**src/rtl/control_sequencer_if.sv**
```systemverilog
// Control bundle between the sequencer and the bus datapath: instruction/handshake inputs and every strobe.
// master = sequencer (drives strobes); slave = datapath (drives run_req, mem_ready, IR_Data).
interface control_sequencer_if #(
  parameter int DATA_W = 32,
  parameter int OPC_W  = 5,
  parameter int RSEL_W = 4
);
  logic              run_req;
  logic              mem_ready;
  logic [DATA_W-1:0] IR_Data;

  logic              PC_select;
  logic              Z_LO_select;
  logic              Z_HI_select;
  logic              MDR_select;
  logic              PC_enable;
  logic              PC_increment_enable;
  logic              IR_enable;
  logic              MAR_enable;
  logic              MDR_enable;
  logic              Y_enable;
  logic              Z_enable;
  logic              HI_enable;
  logic              LO_enable;
  logic              read;
  logic              reg_out_en;
  logic [RSEL_W-1:0] reg_out_sel;
  logic              reg_in_en;
  logic [RSEL_W-1:0] reg_in_sel;
  logic [OPC_W-1:0]  alu_instruction;
  logic              run;
  logic              illegal_op;
  logic [3:0]        state_dbg;

  modport master (
    input  run_req, mem_ready, IR_Data,
    output PC_select, Z_LO_select, Z_HI_select, MDR_select,
           PC_enable, PC_increment_enable, IR_enable, MAR_enable, MDR_enable,
           Y_enable, Z_enable, HI_enable, LO_enable, read,
           reg_out_en, reg_out_sel, reg_in_en, reg_in_sel,
           alu_instruction, run, illegal_op, state_dbg
  );

  modport slave (
    output run_req, mem_ready, IR_Data,
    input  PC_select, Z_LO_select, Z_HI_select, MDR_select,
           PC_enable, PC_increment_enable, IR_enable, MAR_enable, MDR_enable,
           Y_enable, Z_enable, HI_enable, LO_enable, read,
           reg_out_en, reg_out_sel, reg_in_en, reg_in_sel,
           alu_instruction, run, illegal_op, state_dbg
  );
endinterface

```
**src/rtl/control_sequencer.sv**
```systemverilog
// Moore control unit: fetch T0-T2 (T1 stretched by mem_ready), execute T3-T6; strobes are decoded from state + IR.
// Latency 4-7 cycles per instruction plus memory wait cycles; run_req only sampled at instruction boundaries.
module control_sequencer #(
  parameter int DATA_W = 32,
  parameter int OPC_W  = 5,
  parameter int RSEL_W = 4
) (
  input  logic                clk,
  input  logic                reset_n,
  control_sequencer_if.master cs
);

  typedef enum logic [3:0] {
    S_IDLE = 4'd0,
    S_T0   = 4'd1,
    S_T1   = 4'd2,
    S_T2   = 4'd3,
    S_T3   = 4'd4,
    S_T4   = 4'd5,
    S_T5   = 4'd6,
    S_T6   = 4'd7,
    S_HALT = 4'd8
  } state_t;

  typedef enum logic [2:0] {
    C_TWO, C_ONE, C_WIDE, C_NOP, C_HALT, C_UNDEF
  } cls_t;

  state_t            state, state_nxt;
  logic              t1_first;
  cls_t              cls;
  logic [OPC_W-1:0]  opc;
  logic [RSEL_W-1:0] ra, rb, rc;

  assign opc = cs.IR_Data[DATA_W-1 -: OPC_W];
  assign ra  = cs.IR_Data[DATA_W-OPC_W-1 -: RSEL_W];
  assign rb  = cs.IR_Data[DATA_W-OPC_W-RSEL_W-1 -: RSEL_W];
  assign rc  = cs.IR_Data[DATA_W-OPC_W-2*RSEL_W-1 -: RSEL_W];

  always_comb begin
    cls = C_UNDEF;
    case (opc)
      5'b00011, 5'b00100, 5'b00101, 5'b00110,
      5'b00111, 5'b01000, 5'b01001, 5'b01010: cls = C_TWO;
      5'b10001, 5'b10010:                     cls = C_ONE;
      5'b01111, 5'b10000:                     cls = C_WIDE;
      5'b11010:                               cls = C_NOP;
      5'b11011:                               cls = C_HALT;
      default:                                cls = C_UNDEF;
    endcase
  end

  always_ff @(posedge clk or negedge reset_n) begin
    if (!reset_n) begin
      state    <= S_IDLE;
      t1_first <= 1'b0;
    end else begin
      state    <= state_nxt;
      // PC_enable must fire once per fetch even when T1 is stretched
      t1_first <= (state == S_T0);
    end
  end

  always_comb begin
    state_t bnd;
    bnd       = cs.run_req ? S_T0 : S_IDLE;
    state_nxt = state;
    case (state)
      S_IDLE: state_nxt = cs.run_req ? S_T0 : S_IDLE;
      S_T0:   state_nxt = S_T1;
      S_T1:   state_nxt = cs.mem_ready ? S_T2 : S_T1;
      S_T2:   state_nxt = S_T3;
      S_T3: begin
        case (cls)
          C_TWO, C_ONE, C_WIDE: state_nxt = S_T4;
          C_HALT:               state_nxt = S_HALT;
          default:              state_nxt = bnd;
        endcase
      end
      S_T4:   state_nxt = (cls == C_TWO || cls == C_WIDE) ? S_T5 : bnd;
      S_T5:   state_nxt = (cls == C_WIDE) ? S_T6 : bnd;
      S_T6:   state_nxt = bnd;
      S_HALT: state_nxt = S_HALT;
      default: state_nxt = S_IDLE;
    endcase
  end

  always_comb begin
    cs.PC_select           = 1'b0;
    cs.Z_LO_select         = 1'b0;
    cs.Z_HI_select         = 1'b0;
    cs.MDR_select          = 1'b0;
    cs.PC_enable           = 1'b0;
    cs.PC_increment_enable = 1'b0;
    cs.IR_enable           = 1'b0;
    cs.MAR_enable          = 1'b0;
    cs.MDR_enable          = 1'b0;
    cs.Y_enable            = 1'b0;
    cs.Z_enable            = 1'b0;
    cs.HI_enable           = 1'b0;
    cs.LO_enable           = 1'b0;
    cs.read                = 1'b0;
    cs.reg_out_en          = 1'b0;
    cs.reg_out_sel         = '0;
    cs.reg_in_en           = 1'b0;
    cs.reg_in_sel          = '0;
    cs.alu_instruction     = '0;
    cs.illegal_op          = 1'b0;
    cs.run                 = (state != S_IDLE) && (state != S_HALT);
    cs.state_dbg           = state;
    case (state)
      S_T0: begin
        cs.PC_select           = 1'b1;
        cs.MAR_enable          = 1'b1;
        cs.PC_increment_enable = 1'b1;
        cs.Z_enable            = 1'b1;
      end
      S_T1: begin
        cs.Z_LO_select = 1'b1;
        cs.PC_enable   = t1_first;
        cs.read        = 1'b1;
        cs.MDR_enable  = 1'b1;
      end
      S_T2: begin
        cs.MDR_select = 1'b1;
        cs.IR_enable  = 1'b1;
      end
      S_T3: begin
        case (cls)
          C_TWO: begin
            cs.reg_out_en  = 1'b1;
            cs.reg_out_sel = rb;
            cs.Y_enable    = 1'b1;
          end
          C_ONE: begin
            cs.reg_out_en      = 1'b1;
            cs.reg_out_sel     = rb;
            cs.alu_instruction = opc;
            cs.Z_enable        = 1'b1;
          end
          C_WIDE: begin
            cs.reg_out_en  = 1'b1;
            cs.reg_out_sel = ra;
            cs.Y_enable    = 1'b1;
          end
          C_UNDEF: cs.illegal_op = 1'b1;
          default: ;
        endcase
      end
      S_T4: begin
        case (cls)
          C_TWO: begin
            cs.reg_out_en      = 1'b1;
            cs.reg_out_sel     = rc;
            cs.alu_instruction = opc;
            cs.Z_enable        = 1'b1;
          end
          C_ONE: begin
            cs.Z_LO_select = 1'b1;
            cs.reg_in_en   = 1'b1;
            cs.reg_in_sel  = ra;
          end
          C_WIDE: begin
            cs.reg_out_en      = 1'b1;
            cs.reg_out_sel     = rb;
            cs.alu_instruction = opc;
            cs.Z_enable        = 1'b1;
          end
          default: ;
        endcase
      end
      S_T5: begin
        if (cls == C_TWO) begin
          cs.Z_LO_select = 1'b1;
          cs.reg_in_en   = 1'b1;
          cs.reg_in_sel  = ra;
        end else if (cls == C_WIDE) begin
          cs.Z_LO_select = 1'b1;
          cs.LO_enable   = 1'b1;
        end
      end
      S_T6: begin
        cs.Z_HI_select = 1'b1;
        cs.HI_enable   = 1'b1;
      end
      default: ;
    endcase
  end

endmodule

```
**src/flat_wrapper.sv**
```systemverilog
// flat-port wrapper written by rule: the top's interface ports become plain ports
module control_sequencer_flat 
#(
  parameter int DATA_W = 32,
  parameter int OPC_W  = 5,
  parameter int RSEL_W = 4
)
  (clk, reset_n, cs_run_req, cs_mem_ready, cs_IR_Data, cs_PC_select, cs_Z_LO_select, cs_Z_HI_select, cs_MDR_select, cs_PC_enable, cs_PC_increment_enable, cs_IR_enable, cs_MAR_enable, cs_MDR_enable, cs_Y_enable, cs_Z_enable, cs_HI_enable, cs_LO_enable, cs_read, cs_reg_out_en, cs_reg_out_sel, cs_reg_in_en, cs_reg_in_sel, cs_alu_instruction, cs_run, cs_illegal_op, cs_state_dbg);
  control_sequencer_if #(.DATA_W(DATA_W), .OPC_W(OPC_W), .RSEL_W(RSEL_W)) cs_i ();
  input  logic clk;
  input  logic reset_n;
  input wire logic [$bits(cs_i.run_req)-1:0] cs_run_req;
  input wire logic [$bits(cs_i.mem_ready)-1:0] cs_mem_ready;
  input wire logic [$bits(cs_i.IR_Data)-1:0] cs_IR_Data;
  output wire logic [$bits(cs_i.PC_select)-1:0] cs_PC_select;
  output wire logic [$bits(cs_i.Z_LO_select)-1:0] cs_Z_LO_select;
  output wire logic [$bits(cs_i.Z_HI_select)-1:0] cs_Z_HI_select;
  output wire logic [$bits(cs_i.MDR_select)-1:0] cs_MDR_select;
  output wire logic [$bits(cs_i.PC_enable)-1:0] cs_PC_enable;
  output wire logic [$bits(cs_i.PC_increment_enable)-1:0] cs_PC_increment_enable;
  output wire logic [$bits(cs_i.IR_enable)-1:0] cs_IR_enable;
  output wire logic [$bits(cs_i.MAR_enable)-1:0] cs_MAR_enable;
  output wire logic [$bits(cs_i.MDR_enable)-1:0] cs_MDR_enable;
  output wire logic [$bits(cs_i.Y_enable)-1:0] cs_Y_enable;
  output wire logic [$bits(cs_i.Z_enable)-1:0] cs_Z_enable;
  output wire logic [$bits(cs_i.HI_enable)-1:0] cs_HI_enable;
  output wire logic [$bits(cs_i.LO_enable)-1:0] cs_LO_enable;
  output wire logic [$bits(cs_i.read)-1:0] cs_read;
  output wire logic [$bits(cs_i.reg_out_en)-1:0] cs_reg_out_en;
  output wire logic [$bits(cs_i.reg_out_sel)-1:0] cs_reg_out_sel;
  output wire logic [$bits(cs_i.reg_in_en)-1:0] cs_reg_in_en;
  output wire logic [$bits(cs_i.reg_in_sel)-1:0] cs_reg_in_sel;
  output wire logic [$bits(cs_i.alu_instruction)-1:0] cs_alu_instruction;
  output wire logic [$bits(cs_i.run)-1:0] cs_run;
  output wire logic [$bits(cs_i.illegal_op)-1:0] cs_illegal_op;
  output wire logic [$bits(cs_i.state_dbg)-1:0] cs_state_dbg;
  assign cs_i.run_req = cs_run_req;
  assign cs_i.mem_ready = cs_mem_ready;
  assign cs_i.IR_Data = cs_IR_Data;
  assign cs_PC_select = cs_i.PC_select;
  assign cs_Z_LO_select = cs_i.Z_LO_select;
  assign cs_Z_HI_select = cs_i.Z_HI_select;
  assign cs_MDR_select = cs_i.MDR_select;
  assign cs_PC_enable = cs_i.PC_enable;
  assign cs_PC_increment_enable = cs_i.PC_increment_enable;
  assign cs_IR_enable = cs_i.IR_enable;
  assign cs_MAR_enable = cs_i.MAR_enable;
  assign cs_MDR_enable = cs_i.MDR_enable;
  assign cs_Y_enable = cs_i.Y_enable;
  assign cs_Z_enable = cs_i.Z_enable;
  assign cs_HI_enable = cs_i.HI_enable;
  assign cs_LO_enable = cs_i.LO_enable;
  assign cs_read = cs_i.read;
  assign cs_reg_out_en = cs_i.reg_out_en;
  assign cs_reg_out_sel = cs_i.reg_out_sel;
  assign cs_reg_in_en = cs_i.reg_in_en;
  assign cs_reg_in_sel = cs_i.reg_in_sel;
  assign cs_alu_instruction = cs_i.alu_instruction;
  assign cs_run = cs_i.run;
  assign cs_illegal_op = cs_i.illegal_op;
  assign cs_state_dbg = cs_i.state_dbg;
  control_sequencer #(.DATA_W(DATA_W), .OPC_W(OPC_W), .RSEL_W(RSEL_W)) u_core (.clk(clk), .reset_n(reset_n), .cs(cs_i));
endmodule
```
**config.mk**
```make
export PLATFORM = sky130hd
export DESIGN_NAME = control_sequencer_flat
export DESIGN_NICKNAME = d
export VERILOG_FILES = /design/src/rtl/control_sequencer_if.sv /design/src/rtl/control_sequencer.sv /design/src/flat_wrapper.sv
export SDC_FILE = /design/constraint.sdc
export NUM_CORES = 1
export LEC_CHECK = 0
export BUFFER_PORTS_ARGS = -buffer_cell sky130_fd_sc_hd__buf_2
export CAP_MARGIN = 20
export CELL_PAD_IN_SITES_DETAIL_PLACEMENT = 1
export CELL_PAD_IN_SITES_GLOBAL_PLACEMENT = 1
export CORE_MARGIN = 3
export CORE_UTILIZATION = 24
export DETAILED_ROUTE_END_ITERATION = 8
export PLACE_DENSITY = 0.83
export SLEW_MARGIN = 20
export SYNTH_ARGS = -nofsm -noshare
export SYNTH_HDL_FRONTEND = slang
export SYNTH_SLANG_ARGS = --single-unit
```
**constraint.sdc**
```tcl
create_clock -name clk -period 1.4 [get_ports clk]
set_input_delay 0.07 -clock clk [delete_from_list [all_inputs] [get_ports clk]]
set_output_delay 0.07 -clock clk [all_outputs]
set_load 0.02 [all_outputs]
```
==> results.ini, run 1 <==
[status]
status = finished, violations left
violations = setup timing

[yosys]
synth_edf_count = 0
ys_ff_latch = 5
yosys_warnings = 0
synth.distinct_cells = 43
seq_area_frac_synth_pct = 13.4
syn_inst = 121
syn_nets = 157
synth_area_sq_um = 936
synth-main-ff-cell = dfrtp_1
async_flop_share_pct = 100
syn_area_per_cell_sq_um = 7.73

[pwr]
leakagePower_nw = 0.881
vdd_drop_max_uv = 768
power.density_nw_per_um2 = 1550
p_total_mw = 3.08

[floorplanning]
coreArea_sq_um = 3720
io_pins = 71
die_x_microns = 68.4
die_h_microns = 68.4
row_count = 22
start_util_pct = 25.2
die_area_sq_um = 4680

[drt]
drtIter0Drc = 74
drt-vias-per-instance = 5.32
wire_per_inst_microns = 22.3
wl_mm = 5.79
vias = 1382
firstDrtPassIters = 4
drc = 0
ant_nets = 0

[timing]
post-route-period-util_pct = 136
slew_viol_final = 0
finClkSkew_ps = 14.9
hold_ws_ps = 197
finalCriticalPeriod_ps = 1900
rsz0062_at_grt = true
setup_violations = 35
hold_violations = 0
fmax_mhz = 525
layout_setup_ws_ps = -504
slew_headroom_pct = 70.4
setup_tns_ps = -10190
tightest_slew_ps = 440

[grt]
grtUsageTotal_pct = 21.8
overflow = 0
grt_pass1_vias = 1366
grt_antenna_before_repair = 0
grt_max_degree = 13
grt_first_pass_wirelength_mm = 7.26

[final_layout]
fillers = 436
layout-drive-gt1-share_pct = 72.2
final_nets = 249
layout_commonest_cell = buf_4
multi_input_area_sq_um = 921
antenna_cells = 0
ff_latch_area_sq_um = 129
area_growth_syn_to_layout_pct = 113
finalInstanceArea_sq_um = 1990
mostFrequentLayoutCells = buf_4, buf_6, buf_2

[cts]
cts.clk_slew.worst_paths_ps = 50
ctsHtreeMaxLevel = 1
cts.sinks = 5
clk_latency_ps = 250
ctsLongestPathBuffers = 2
clock-root-buffer = clkbuf_8
cts_tree = done
cts_buffers = 3

[setup_path]
cp.depth = 7
critical-path-slowest-cell = dfrtp_2
r2r_slack_ps = -160
crit_family = buffers and inverters
crit_fanout = 8
cp_common_cell = buf_4
crit_path_start = u_core.cs.state_dbg[0]$_DFF_PN0_
crit_buf_inv = 3
max_stage_delay_ps = 470
reg2reg_depth = 6
cp.required_ps = 1330
arrival_ps = 1830
endpoint = cs_reg_out_sel[0]
r2r_end = u_core.cs.state_dbg[0]$_DFF_PN0_
path_class = flop to primary output
rr_startpoint = u_core.cs.state_dbg[0]$_DFF_PN0_
path_cells = buf_4 -> nor3_2 -> buf_4 -> a22oi_2 -> nor2_1 -> a221o_1 -> buf_2
crit_path_start_kind = flop
end_kind = primary output

[place]
dpl_cell_area_sq_um = 1530
hpwl_mm = 3.52
gp_congestion = 0.824
io_buffers = 55
place_ws_ps = -315

[job]
drv_cap = 0

[min_path]
min_path_type = primary input to asynchronous set/reset pin

==> power breakdown <==
part,internal [mW],switching [mW]
clock network,0.198,0.104
logic,1.17,1.31
registers,0.207,0.0955
==> cell usage after synthesis (all sizes together) (2+ instances only) <==
cell type,instances,share of area (%)
buf,14,11
nor2,14,6.4
nor3,8,6.0
a22oi,7,5.6
and2,7,4.9
nor2b,7,4.7
o21ai,7,3.7
nand3,6,3.2
a21oi,5,3.1
dfrtp,5,13
nand2b,5,3.3
a221o,4,4.3
inv,3,1.2
nand2,3,1.2
or3,3,3.1
xor2,3,2.8
nand4,2,1.3
nor4,2,2.9
o31ai,2,2.1
==> per-stage QoR <==
stage          instances  util (%)
2_1_floorplan        121         -
3_3_place_gp         243      41.2
3_5_place_dp         243      41.2
4_1_cts              251      47.3
5_1_grt              260      53.7
6_report             260      53.7
==> worst register-to-register path, delay by kind of cell, from the launching register on <==
family	cells	cell delay (ps)
compound gates	3	590
simple gates	2	160
flops	1	470
buf+inv	1	200
==> cell type report <==
class | count | area share (%)
flip-flops and latches | 5 | 6.46
inverters | 3 | 0.565
multi-input cells | 98 | 46.2
clock buffers | 4 | 2.26
repair buffers | 102 | 41.5
well taps | 48 | 3.01
==> registers in the layout (all words and copies together) (netlist names) <==
signal               count
u_core.cs.state_dbg      4
u_core.t1_first          1
==> worst min-delay path by stage <==
stage,cells past startpoint,to,from
2_1_floorplan,0,u_core.cs.state_dbg[0]$_DFF_PN0_,reset_n
3_3_place_gp,1,u_core.t1_first$_DFF_PN0_,reset_n
3_5_place_dp,1,u_core.cs.state_dbg[2]$_DFF_PN0_,reset_n
4_1_cts,2,u_core.cs.state_dbg[2]$_DFF_PN0_,reset_n
5_1_grt,2,u_core.cs.state_dbg[2]$_DFF_PN0_,reset_n
6_report,2,u_core.cs.state_dbg[0]$_DFF_PN0_,reset_n
==> cells by family (layout without fill, tap and decap cells) <==
logic type                Yosys count  count (layout)  share of synthesized area (%)
AOI/OAI and AO/OA                  35              35                           31.3
xor gates and xnor gates            3               3                           2.81
buffers and inverters              18             109                           12.4
DFF                                 5               5                           13.4
and+or+nand+nor                    60              60                           40.1
==> routing by layer <==
metal	vias to the layer above	GRT usage, %	wire length (microns)
met4	0	10.9	279
met3	19	2.46	283
met2	59	41.1	3110
li1	627	-	-
met1	677	23.5	2120
met5	-	0	0
==> timing repair <==
| action | in CTS | in global routing |
|---|---|---|
| cloned | 0 | 0 |
| setup endpoints to repair | 34 | 34 |
| pin swaps | 3 | 11 |
| buffers inserted | 3 | 12 |
| hold buffers | 1 | 0 |
| gates resized for setup | 43 | 42 |
| hold endpoints to repair | 5 | 0 |
Note: power is estimated with default switching activity, not from simulation.
==> run 2: changes to the inputs <==
Settings changed: CORE_MARGIN 3 to not set.
==> results.ini, run 2 (synthesis results as in run 1) <==
[status]
status = finished, violations left
violations = setup timing

[final_layout]
area_growth_syn_to_layout_pct = 105
mostFrequentLayoutCells = buf_4, buf_2, buf_6
fin_cells = 262
multi_input_area_sq_um = 883
final_nets = 251
layout_commonest_cell = buf_4
layout-drive-gt1-share_pct = 69.2
antenna_cells = 0
fillers = 449
ff_latch_area_sq_um = 128
largest_reg_flops = 4

[pwr]
clkPwrFrac_pct = 9.7
seqPwrFrac_pct = 9.6
power.density_nw_per_um2 = 1550
p_comb_share_pct = 80.8
p_total_mw = 2.96
p_sw_share_pct = 48.1
p_sw_mw = 1.42
vdd_drop_max_uv = 578
leakagePower_nw = 0.888
p_int_mw = 1.54

[timing]
hold_violations = 0
finClkSkew_ps = 0.658
rsz0062_at_grt = true
hold_ws_ps = 211
layout_setup_ws_ps = -471
tightest_slew_ps = 408
post-route-period-util_pct = 134
slew_viol_final = 0
finalCriticalPeriod_ps = 1870
fmax_mhz = 534
setup_violations = 32
slew_headroom_pct = 72.6
setup_tns_ps = -9140

[drt]
vias = 1356
ant_nets = 0
firstDrtPassIters = 4
drc = 0
drt-vias-per-instance = 5.18
drtIter0Drc = 57
wl_mm = 4.90
wire_per_inst_microns = 18.7

[cts]
cts.sinks = 5
clk_latency_ps = 230
ctsHtreeMaxLevel = 1
cts_tree = done
cts_buffers = 3
ctsLongestPathBuffers = 2
clock-root-buffer = clkbuf_8
cts.clk_slew.worst_paths_ps = 40

[grt]
grt_max_degree = 13
grt_first_pass_wirelength_mm = 6.71
overflow = 0
grtUsageTotal_pct = 21.1
grt_pass1_vias = 1380
grt_antenna_before_repair = 0

[place]
gp_congestion = 0.783
io_buffers = 55
dpl.cell_count = 247
place_ws_ps = -253
hpwl_mm = 3.14

[setup_path]
cp_common_cell = buf_4
path_cells = buf_4 -> nor3_2 -> buf_4 -> a22oi_1 -> nor2_1 -> a221o_1 -> buf_2
crit_buf_inv = 3
critical-path-slowest-cell = dfrtp_2
max_stage_delay_ps = 470
crit_fanout = 8
arrival_ps = 1800
end_kind = primary output
path_class = flop to primary output
crit_path_start_kind = flop
cp.required_ps = 1330
crit_family = buffers and inverters

[floorplanning]
row_count = 22
die_x_microns = 64.4
io_pins = 71
start_util_pct = 25.4
coreArea_sq_um = 3690
die_area_sq_um = 4150
die_h_microns = 64.4

[min_path]
min_path_type = primary input to asynchronous set/reset pin

[job]
drv_cap = 0

==> run 2: cell count changes in the layout (fill, tap and decap cells not counted), moves of 2 or more <==
cell / delta
buf_2: +6
buf_6: -5
buf_4: +3
a22oi_1: +2
a22oi_2: -2
nor3_2: -2
nor3_4: +2
o21ai_1: +2
==> run 2: worst reg2reg max path: cells and delay by family, from the launching register on <==
kind | cells | cell delay [ps]
AOI/OAI and AO/OA | 3 | 580
DFF | 1 | 470
buffers and inverters | 1 | 190
and+or+nand+nor | 2 | 150
==> run 2: per-stage QoR <==
step                cell area, sq um  utilization [%]
floorplan                       1060                -
global placement                1560             42.3
detailed placement              1560             42.3
CTS                             1780             48.3
global route                    1920             52.0
finish                          1920             52.0
==> run 2: layout make-up <==
type	instances	share of cell area, %
multi-input cells	98	46.1
repair buffers	104	41.2
flip-flops and latches	5	6.66
well taps	48	3.13
clock buffers	4	2.35
inverters	3	0.587
==> run 2: power groups by stage <==
stage | sequential (mW) | clock [mW] | combinational, mW
3_5_place_dp | 0.262 | 0 | 1.72
2_1_floorplan | 0.283 | 0 | 1.13
3_3_place_gp | 0.259 | 0 | 1.67
4_1_cts | 0.264 | 0.279 | 2.04
5_1_grt | 0.288 | 0.296 | 2.50
6_report | 0.284 | 0.286 | 2.39
==> run 2: final timing paths <==
check                                            startpoint  slack (ps)  cells past startpoint                                to
setup / recovery           u_core.cs.state_dbg[0]$_DFF_PN0_        -470                      7                 cs_reg_out_sel[2]
min in group clk                                 cs_run_req         250                      3  u_core.cs.state_dbg[0]$_DFF_PN0_
hold reg to reg            u_core.cs.state_dbg[3]$_DFF_PN0_         760                      3  u_core.cs.state_dbg[3]$_DFF_PN0_
setup reg to reg           u_core.cs.state_dbg[0]$_DFF_PN0_        -120                      6  u_core.cs.state_dbg[0]$_DFF_PN0_
hold / removal                                      reset_n         210                      2         u_core.t1_first$_DFF_PN0_
max in group asynchronous                           reset_n        1030                      2  u_core.cs.state_dbg[0]$_DFF_PN0_
==> run 2: metal layers <==
layer | track usage (%) | part of all wire (%) | vias to the layer above
li1 | - | - | 628
met1 | 22.3 | 37 | 669
met2 | 42.9 | 56 | 47
met3 | 1.94 | 2.9 | 12
met4 | 6.11 | 3.4 | 0
met5 | 0 | 0 | -
==> run 2: what timing repair did <==
action / CTS / global route
hold buffers: 1 / 0
setup endpoints to repair: 31 / 33
setup buffers: 5 / 7
gates resized for setup: 40 / 23
pin swaps: 3 / 6
endpoints found under the hold margin: 5 / 0
==> run 3: changes to the inputs <==
Settings changed: ABC_CLOCK_PERIOD_IN_PS set to 2250, CELL_PAD_IN_SITES_DETAIL_PLACEMENT 1 to not set, CELL_PAD_IN_SITES_GLOBAL_PLACEMENT 1 to not set, CORE_UTILIZATION 24 to 43, PLACE_DENSITY 0.83 to 0.91.
Clock period 1.4 ns to 2.25 ns, I/O delays scaled along.
==> results.ini, run 3 (synthesis results as in run 1) <==
[pwr]
vdd_drop_max_uv = 618
p_sw_share_pct = 55.5
p_sw_mw = 0.585
seqPwrFrac_pct = 16.8
p_comb_share_pct = 73.8
leakagePower_nw = 0.580
power.density_nw_per_um2 = 876
clkPwrFrac_pct = 9.4
p_int_mw = 0.470

[cts]
ctsHtreeMaxLevel = 1
ctsLongestPathBuffers = 2
cts_setup_buffers = 0
clock-root-buffer = clkbuf_4
cts_tree = done
clk_latency_ps = 230
cts.sinks = 5
cts.clk_slew.worst_paths_ps = 40
cts_buffers = 3

[floorplanning]
die_h_microns = 48.7
die_x_microns = 48.7
coreArea_sq_um = 2000
start_util_pct = 46.8
row_count = 16
die_area_sq_um = 2370
io_pins = 71

[final_layout]
fin_cells = 196
antenna_cells = 0
largest_reg_flops = 4
mostFrequentLayoutCells = buf_2, nor2_1, nor2b_1, a22oi_1, o21ai_0
layout-drive-gt1-share_pct = 45.0
layout_commonest_cell = buf_2
final_nets = 206
area_growth_syn_to_layout_pct = 28.7

[setup_path]
crit_path_start = u_core.cs.state_dbg[3]$_DFF_PN0_
crit_path_start_kind = flop
arrival_ps = 1980
path_class = flop to primary output
cp.required_ps = 2140
r2r_slack_ps = 570
reg2reg_depth = 5
rr_startpoint = u_core.cs.state_dbg[0]$_DFF_PN0_
end_kind = primary output
crit_fanout = 9
r2r_end = u_core.cs.state_dbg[2]$_DFF_PN0_

[drt]
firstDrtPassIters = 4
wl_mm = 2.69
ant_nets = 0
vias = 1145
drc = 0
drt-vias-per-instance = 5.84
wire_per_inst_microns = 13.7
drtIter0Drc = 23

[timing]
tightest_slew_ps = 519
finalCriticalPeriod_ps = 2100
layout_setup_ws_ps = 154
slew_headroom_pct = 65.4
setup_violations = 0
fmax_mhz = 477
setup_tns_ps = 0
rsz0062_at_grt = false
post-route-period-util_pct = 93.1
slew_viol_final = 0
finClkSkew_ps = 1.73
hold_violations = 0

[grt]
grt_max_degree = 16
grt_pass1_vias = 992
grt_antenna_before_repair = 0
grtUsageTotal_pct = 22.9
grt_first_pass_wirelength_mm = 4.40
overflow = 0

[place]
io_buffers = 55
gp_congestion = 0.924
dpl.cell_count = 191
hpwl_mm = 2.07
place_ws_ps = 384

[job]
drv_cap = 0

[min_path]
min_path_type = primary input to flop
min-delay-start = cs_run_req
hold_end = u_core.cs.state_dbg[0]$_DFF_PN0_
hold_path_depth = 3

[status]
status = complete, no violations

-- run 3: cell count changes in the layout (fill, tap and decap cells not counted), sizes merged --
cell,before,now
buf,103,58
-- run 3: how the worst max path moves through the flow --
stage	end	slack [ps]	cells after the start
CTS	cs_reg_out_sel[0]	130	4
detailed placement	cs_reg_out_sel[0]	380	4
global placement	cs_reg_out_sel[0]	450	4
global route	cs_alu_instruction[1]	30	5
finish	cs_reg_out_sel[0]	150	5
floorplan	cs_reg_in_sel[0]	320	5
-- run 3: stage by stage --
| stage | total power, mW | utilization [%] | area, sq um | hold slack, ps |
|---|---|---|---|---|
| 3_3_place_gp | 0.921 | 58.1 | 1160 | -73.8 |
| 4_1_cts | 1.05 | 59.9 | 1200 | 184 |
| 5_1_grt | 1.14 | 60.2 | 1200 | 193 |
| 2_1_floorplan | 0.780 | - | 936 | -183 |
| 6_report | 1.06 | 60.2 | 1200 | 187 |
| 3_5_place_dp | 0.945 | 58.1 | 1160 | -68.8 |
-- run 3: final cells by class --
type	count	area, sq um
clock buffers	4	26.3
fillers	177	797
multi-input cells	98	701
inverters	3	11.3
repair buffers	59	308
flip-flops and latches	5	125
well taps	27	33.8
-- run 3: power by group through the flow --
stage | registers, mW | clock network (mW) | logic [mW]
5_1_grt | 0.183 | 0.108 | 0.845
3_3_place_gp | 0.173 | 0 | 0.748
4_1_cts | 0.176 | 0.101 | 0.776
2_1_floorplan | 0.171 | 0 | 0.609
6_report | 0.177 | 0.0987 | 0.779
3_5_place_dp | 0.175 | 0 | 0.770
-- run 3: critical path, stage by stage (launching register included) --
cell and delay [ps]:
dfrtp_1 360, nand2b_1 360, or3_4 470, nor2_2 210
a221o_1 190, buf_2 160
-- run 3: timing repair --
action                     in CTS  in global routing
hold endpoints to repair        5                  0
gates resized for setup         0                  1
setup endpoints to repair       0                  4
hold buffers                    1                  0
-- run 3: per-layer routing --
layer,track usage (%),part of all wire (%)
met5,0,0
met4,3.92,0.78
met3,3.46,6.1
met2,39.6,51
met1,30.1,42
